===== src/rtl/router_pkt_src.sv =====
// router_pkt_src: LFSR packet generator that drives the router input port under busy back-pressure
module router_pkt_src #(
  parameter int MAX_LEN = 63
) (
  input  logic                             clk,
  input  logic                             rstn,
  input  logic                             start,
  input  logic [1:0]                       dest,
  input  logic [$clog2(MAX_LEN+1)-1:0]     len,
  input  logic [7:0]                       seed,
  input  logic                             inject_err,
  input  logic                             busy,
  output logic                             pkt_valid,
  output logic [7:0]                       data_in,
  output logic                             active,
  output logic                             done,
  output logic [15:0]                      pkt_count
);
  localparam int LW = $clog2(MAX_LEN + 1);
  typedef enum logic [1:0] {IDLE, HEADER, PAYLOAD, PARITY} state_t;
  state_t        state_q, state_d;
  logic [7:0]    lfsr_q, lfsr_d, par_q, par_d, data_q, data_d;
  logic [LW-1:0] cnt_q, cnt_d;
  logic          err_q, err_d, valid_q, valid_d, active_q, active_d, done_q, done_d;
  logic [15:0]   count_q, count_d;
  logic [7:0]    lfsr_nx;
  assign lfsr_nx   = {lfsr_q[6:0], lfsr_q[7] ^ lfsr_q[5] ^ lfsr_q[4] ^ lfsr_q[3]};
  assign pkt_valid = valid_q;
  assign data_in   = data_q;
  assign active    = active_q;
  assign done      = done_q;
  assign pkt_count = count_q;
  always_comb begin
    state_d  = state_q;
    lfsr_d   = lfsr_q;
    par_d    = par_q;
    data_d   = data_q;
    cnt_d    = cnt_q;
    err_d    = err_q;
    valid_d  = valid_q;
    active_d = active_q;
    done_d   = 1'b0;
    count_d  = count_q;
    case (state_q)
      IDLE:
        if (start && len != '0 && dest != 2'b11) begin
          state_d  = HEADER;
          lfsr_d   = seed == 8'h00 ? 8'h01 : seed;
          err_d    = inject_err;
          cnt_d    = len;
          par_d    = {len, dest};
          data_d   = {len, dest};
          valid_d  = 1'b1;
          active_d = 1'b1;
        end
      HEADER:
        if (!busy) begin
          state_d = PAYLOAD;
          data_d  = lfsr_q;
        end
      PAYLOAD:
        if (!busy) begin
          par_d  = par_q ^ data_q;
          lfsr_d = lfsr_nx;
          cnt_d  = cnt_q - LW'(1);
          if (cnt_q == LW'(1)) begin
            state_d = PARITY;
            valid_d = 1'b0;
            data_d  = par_q ^ data_q ^ {7'b0, err_q};
          end else begin
            data_d = lfsr_nx;
          end
        end
      PARITY:
        if (!busy) begin
          state_d  = IDLE;
          done_d   = 1'b1;
          count_d  = count_q + 16'd1;
          active_d = 1'b0;
          data_d   = 8'h00;
        end
      default: state_d = IDLE;
    endcase
  end
  always_ff @(posedge clk or negedge rstn) begin
    if (!rstn) begin
      state_q  <= IDLE;
      lfsr_q   <= 8'h01;
      par_q    <= 8'h00;
      data_q   <= 8'h00;
      cnt_q    <= '0;
      err_q    <= 1'b0;
      valid_q  <= 1'b0;
      active_q <= 1'b0;
      done_q   <= 1'b0;
      count_q  <= 16'd0;
    end else begin
      state_q  <= state_d;
      lfsr_q   <= lfsr_d;
      par_q    <= par_d;
      data_q   <= data_d;
      cnt_q    <= cnt_d;
      err_q    <= err_d;
      valid_q  <= valid_d;
      active_q <= active_d;
      done_q   <= done_d;
      count_q  <= count_d;
    end
  end
endmodule

===== config.mk =====
export PLATFORM = sky130hd
export DESIGN_NAME = router_pkt_src
export DESIGN_NICKNAME = d
export VERILOG_FILES = /design/src/rtl/router_pkt_src.sv
export SDC_FILE = /design/constraint.sdc
export NUM_CORES = 1
export LEC_CHECK = 0
export BUFFER_PORTS_ARGS = -buffer_cell sky130_fd_sc_hd__buf_2
export CELL_PAD_IN_SITES_DETAIL_PLACEMENT = 0
export CELL_PAD_IN_SITES_GLOBAL_PLACEMENT = 2
export CORE_MARGIN = 5
export CORE_UTILIZATION = 36
export CTS_CLUSTER_SIZE = 14
export DETAILED_ROUTE_END_ITERATION = 6
export PLACE_DENSITY_LB_ADDON = 0.25
export SLEW_MARGIN = 5
export SYNTH_ARGS = -nofsm -noshare
export SYNTH_HDL_FRONTEND = slang
export SYNTH_SLANG_ARGS = --single-unit
export TNS_END_PERCENT = 50

===== constraint.sdc =====
create_clock -name clk -period 3 [get_ports clk]
set_input_delay 0.6 -clock clk [delete_from_list [all_inputs] [get_ports clk]]
set_output_delay 0.6 -clock clk [all_outputs]
set_load 0.005 [all_outputs]

# After elaboration in Yosys (flattened, before gate mapping)
# Index checks and enable logic that the tools add are counted.
[word_totals]
inputBits = 21
latchBits = 0
memories = 0
romBits = 0
word_cells = 71
ramBits = 0
out_inout_bits = 27
reg_bits = 52
[classes]
n_reduce_logical = 14
div = 0
bitwise = 6
add_sub_neg = 2
magnitude_cmp = 0
n_mul = 0
muxes = 29
n_eq_ne = 10
shifts = 0
[op_table]
columns = ["op", "n"]
rows = [
  ["two-way mux 8 bit", 9],
  ["case mux 8 bit (2 select lines)", 2],
  ["case mux 8 bit (4 select lines)", 1],
  ["adder 16 x 1 -> 16 bit, second input constant", 1],
  ["two-way mux 6 bit", 2],
  ["!= test 2 bit, second input constant", 6],
  ["case mux 6 bit (2 select lines)", 1],
  ["two-way mux 2 bit", 5],
  ["logical NOT 8 bit", 1],
  ["case mux 2 bit (4 select lines)", 1],
  ["AND reduction 4 bit", 2],
  ["XOR 8 x 1 -> 8 bit", 1],
  ["XOR 8 bit", 1],
  ["== test 6 x 1 -> 1 bit, second input constant", 1],
  ["two-way mux 1 bit", 6],
  ["AND reduction 3 bit", 2],
  ["nonzero test 6 bit", 1],
  ["subtractor 6 x 1 -> 6 bit, second input constant", 1],
  ["AND reduction 5 bit", 1],
  ["== test 2 bit, second input constant", 2],
  ["case mux 1 bit (2 select lines)", 2],
  ["AND reduction 2 bit", 2],
  ["nonzero test 2 bit", 2],
  ["XOR 1 bit", 3],
  ["other kinds (4)", 5],
]

# Longest topological paths before layout
[depth]
depth_word = 6
mapped_depth = 8

# Worst setup path before layout
# No wires, ideal clock.
[synth_timing]
path_kind = "register -> register"
start = "register state_q[1]"
end = "register state_q[1]"
arrival_ns = 1.997
setup_time_ns = 0.125
slack_ns = 0.879
path_stages_with_launch = 8
path_buffers = 1
path_cell_list = "dfrtp_1 > inv_1 > ha_1 > buf_6 > o31a_1 > a221oi_4 > o21a_1 > mux2_2"
[synth_via]
elab_chain_cells = 3
elab_cells_between_ends = 11
classes_between = "8 x eq/ne; 1 x mux; 2 x reduce/logical"
[synth_lines]
columns = ["element", "line", "rtl"]
rows = [
  ["from (decl)", "21", "state_t state_q, state_d;"],
  ["from (signal assigned)", "98", "state_q <= state_d;"],
  ["== test 2 bit, or another cell as far along", "44", "case (state_q)"],
  ["!= test 2 bit (no source line)", "-", ""],
  ["AND reduction 5 bit (no source line)", "-", ""],
]
# Parallel ways exist; a longest one is shown, timed or not.
# A chain may end at the register's enable or synchronous reset.

# Worst setup path after layout
[layout_timing]
start = "register state_q[0]"
end = "register par_q[3]"
[layout_via]
elab_chain_cells = 3
elab_cells_between_ends = 7
classes_between = "3 x eq/ne; 1 x mux; 3 x reduce/logical"
[layout_lines]
columns = ["element", "line", "rtl"]
rows = [
  ["== test 2 bit or logical NOT 2 bit (tied branches)", "44", ""],
  ["!= test 2 bit (no source line) or nonzero test 2 bit (tied branches)", "-", ""],
  ["AND reduction 3 bit (no source line)", "-", ""],
  ["to (signal assigned)", "100", "par_q <= par_d;"],
  ["to (decl)", "22", "logic [7:0] lfsr_q, lfsr_d, par_q, par_d, data_q, data_d;"],
]
# Parallel ways exist; a longest one is shown, timed or not.

==> metrics.txt <==
sw frac 44.70%; total of max-cap violations 0; R2R Path Start state_q[0]; drt first-iter violations 144; setup TNS 0 ps; Final Hold Fails 0; r2r setup slk 550 ps; CP delay by family, top compound AO/OA/AOI/OAI gates; Total GRT Usage 17.08%; PortBufs 47; First-pass DRT Iterations 4; CTS Hold Bufs 0; Fillers 874; Logic pwr share 51.9%; Post-Syn Area 3115 µm²; worst skew pair latency 320 ps; share of layout cells above drive strength 1 22.34%; Cell variety after synth 55; Register Area 1303 µm²; Chip Width 103.0 µm; starting density of the core 36.26%; CTS clk-pin slew, worst paths 130 ps; DRC errors left 0; WL/cell 18.35 µm; Die Height 103.0 µm; initial antenna violation count 0; Synthesized Nets 346; H-tree levels 2; Seq/Total Area, Yosys 41.81%; Post-CTS Setup Bufs 0; Detailed Route WL 8714 µm; LEAKAGE 0.001583 µW; Crit path required time 3190 ps; Main synth FF type dfrtp_1; routed vias/inst 5.531; Resized Gates After CTS 0; Worst Path Max Fanout 13; Critical Path AT 2640 ps; Syn Area/Cell 9.828 µm²; Area growth syn-to-layout 15.90%; TritonCTS clock tree yes; CP max stage delay 450 ps; Crit Path Class register to register; Post-synth EDFFs 0; RSZ-0062 raised after global routing no; Worst-Margin Slew 754.1 ps; slew margin rel. 49.72%; fmax 408.2 MHz; HPWL after DPL 6264 µm; routed vias 2627; max-slew violation count 0; total CTS buffers 5; Internal 2130 µW; crit end category register; die area 10610 µm²; Setup Viol. Count Final 0; Core ar. 8593 µm²; clk_skew 23.11 ps; Ports 48; Cells after Synth 317; maximum vdd drop 0.3707 mV; Nets 395; period utilization 81.65%; min Tclk post-route 2450 ps; Startpoint Class register; number of synthesized register bits 52; Multi-input gate area 1687 µm²; stages on the worst setup path 6; # rows 34; power density over the cells 1067 nW/µm²; Max clock buf depth 2; status completed; Buf/Inv on CP 1; Hold/Removal Path Class input pin to asynchronous set/reset pin; Psw 1722 µW; Routed Antenna Nets 0; clock root cell clkbuf_8; Clk network pwr share 13.4%; hold slack 328.1 ps; YS warnings 0; most frequent cells in the layout 51 x dfrtp_1, 47 x buf_2, 25 x o21ai_0; CTS sink cnt 52; worst r2r path cells 6; ant diodes 0; Final Wtd Congestion 0.7638; number of global-route vias before repair 2550; Post-synth ARST share 100.0%; first-pass GRT wire length 14180 µm; Reg power frac 34.7%; commonest non-fill, non-tap cell in the layout dfrtp_1; Remaining Overflow, GRT 0; Reg-to-Reg End par_q[3]; crit path cell chain inv_1 > ha_1 > nor3b_2 > a22oi_2 > nand2_1 > a211o_1; largest net degree at the start of global routing 33; CP max stage cell a22oi_2
==> per-stage QoR <==
stage               cell area, µm²  power (µW)  instances  setup slack [ps]  utilization [%]
finish                        3611        3852        475             550.5            42.02
global route                  3611        4180        475             335.8            42.02
CTS                           3611        3887        475             524.8            42.02
detailed placement            3495        3349        467             568.2            40.67
global placement              3495        3371        467             595.6            40.67
floorplan                     3115        2710        317             878.7                -
==> per-layer routing <==
layer,up-vias,part of all wire (%),wire (µm),GRT usage (%)
met5,-,0,0,0
met4,0,0.75,65,3.386
met3,4,5.3,459,2.706
met2,69,47,4117,25.95
met1,1278,47,4071,25.69
li1,1276,-,-,-
==> cells in the mapped netlist, drive strengths merged (10+ instances only) <==
cell   instances  area share (%)
nor3          11             1.8
inv           10             1.2
nor2          10             1.2
a21oi         17             2.9
nand2         15             1.8
o21ai         25             4.0
nand3         17             2.7
a31oi         12             2.4
mux2i         16             5.1
dfrtp         51              41
xnor2         17             4.8
==> area by class of cell <==
type                       instances  share of cell area, %
clock inverter                     3                  1.317
sequential                        52                  36.07
tap                              108                  3.742
clock buffer                       5                  1.906
multi-input combinational        237                  46.71
inverter                          10                  1.040
timing repair buffer              60                  9.217
==> kinds of logic (layout without fill, tap and decap cells) <==
logic type	after synthesis	in the layout	share of synthesized area, %
AOI/OAI and AO/OA	88	88	19.08
DFF	52	52	41.81
muxes	20	20	6.586
xor gates and xnor gates	26	26	7.791
and+or+nand+nor	95	95	17.39
buffers and inverters	28	78	4.137
adders and majority gates	8	8	3.213
==> flip-flops by register name (all words and copies together), names as in the netlist <==
register	flops
active	1
cnt_q	6
data_in	8
done	1
err_q	1
lfsr_q	8
par_q	8
pkt_count	16
pkt_valid	1
state_q	2
==> power by group through the flow <==
stage | Sequential [µW] | Clock, µW | Combinational, µW
CTS | 1330 | 532 | 2020
detailed placement | 1340 | 0 | 2000
finish | 1340 | 516 | 2000
floorplan | 1260 | 0 | 1450
global route | 1390 | 550 | 2240
global placement | 1350 | 0 | 2020
==> worst reg2reg max path, stage by stage (launching register included) <==
cell and delay (ps):
dfrtp_1 410, inv_1 90, ha_1 320, nor3b_2 240
a22oi_2 450, nand2_1 420, a211o_1 410
==> worst max path at each step <==
| stage | endpoint | slack (ps) | startpoint |
|---|---|---|---|
| floorplan | state_q[1] | 880 | state_q[1] |
| global placement | par_q[5] | 600 | dest[1] |
| detailed placement | par_q[3] | 570 | dest[1] |
| CTS | par_q[3] | 520 | state_q[0] |
| global route | par_q[3] | 340 | state_q[0] |
| finish | par_q[3] | 550 | state_q[0] |
Note: power is estimated with default switching activity, not from simulation.
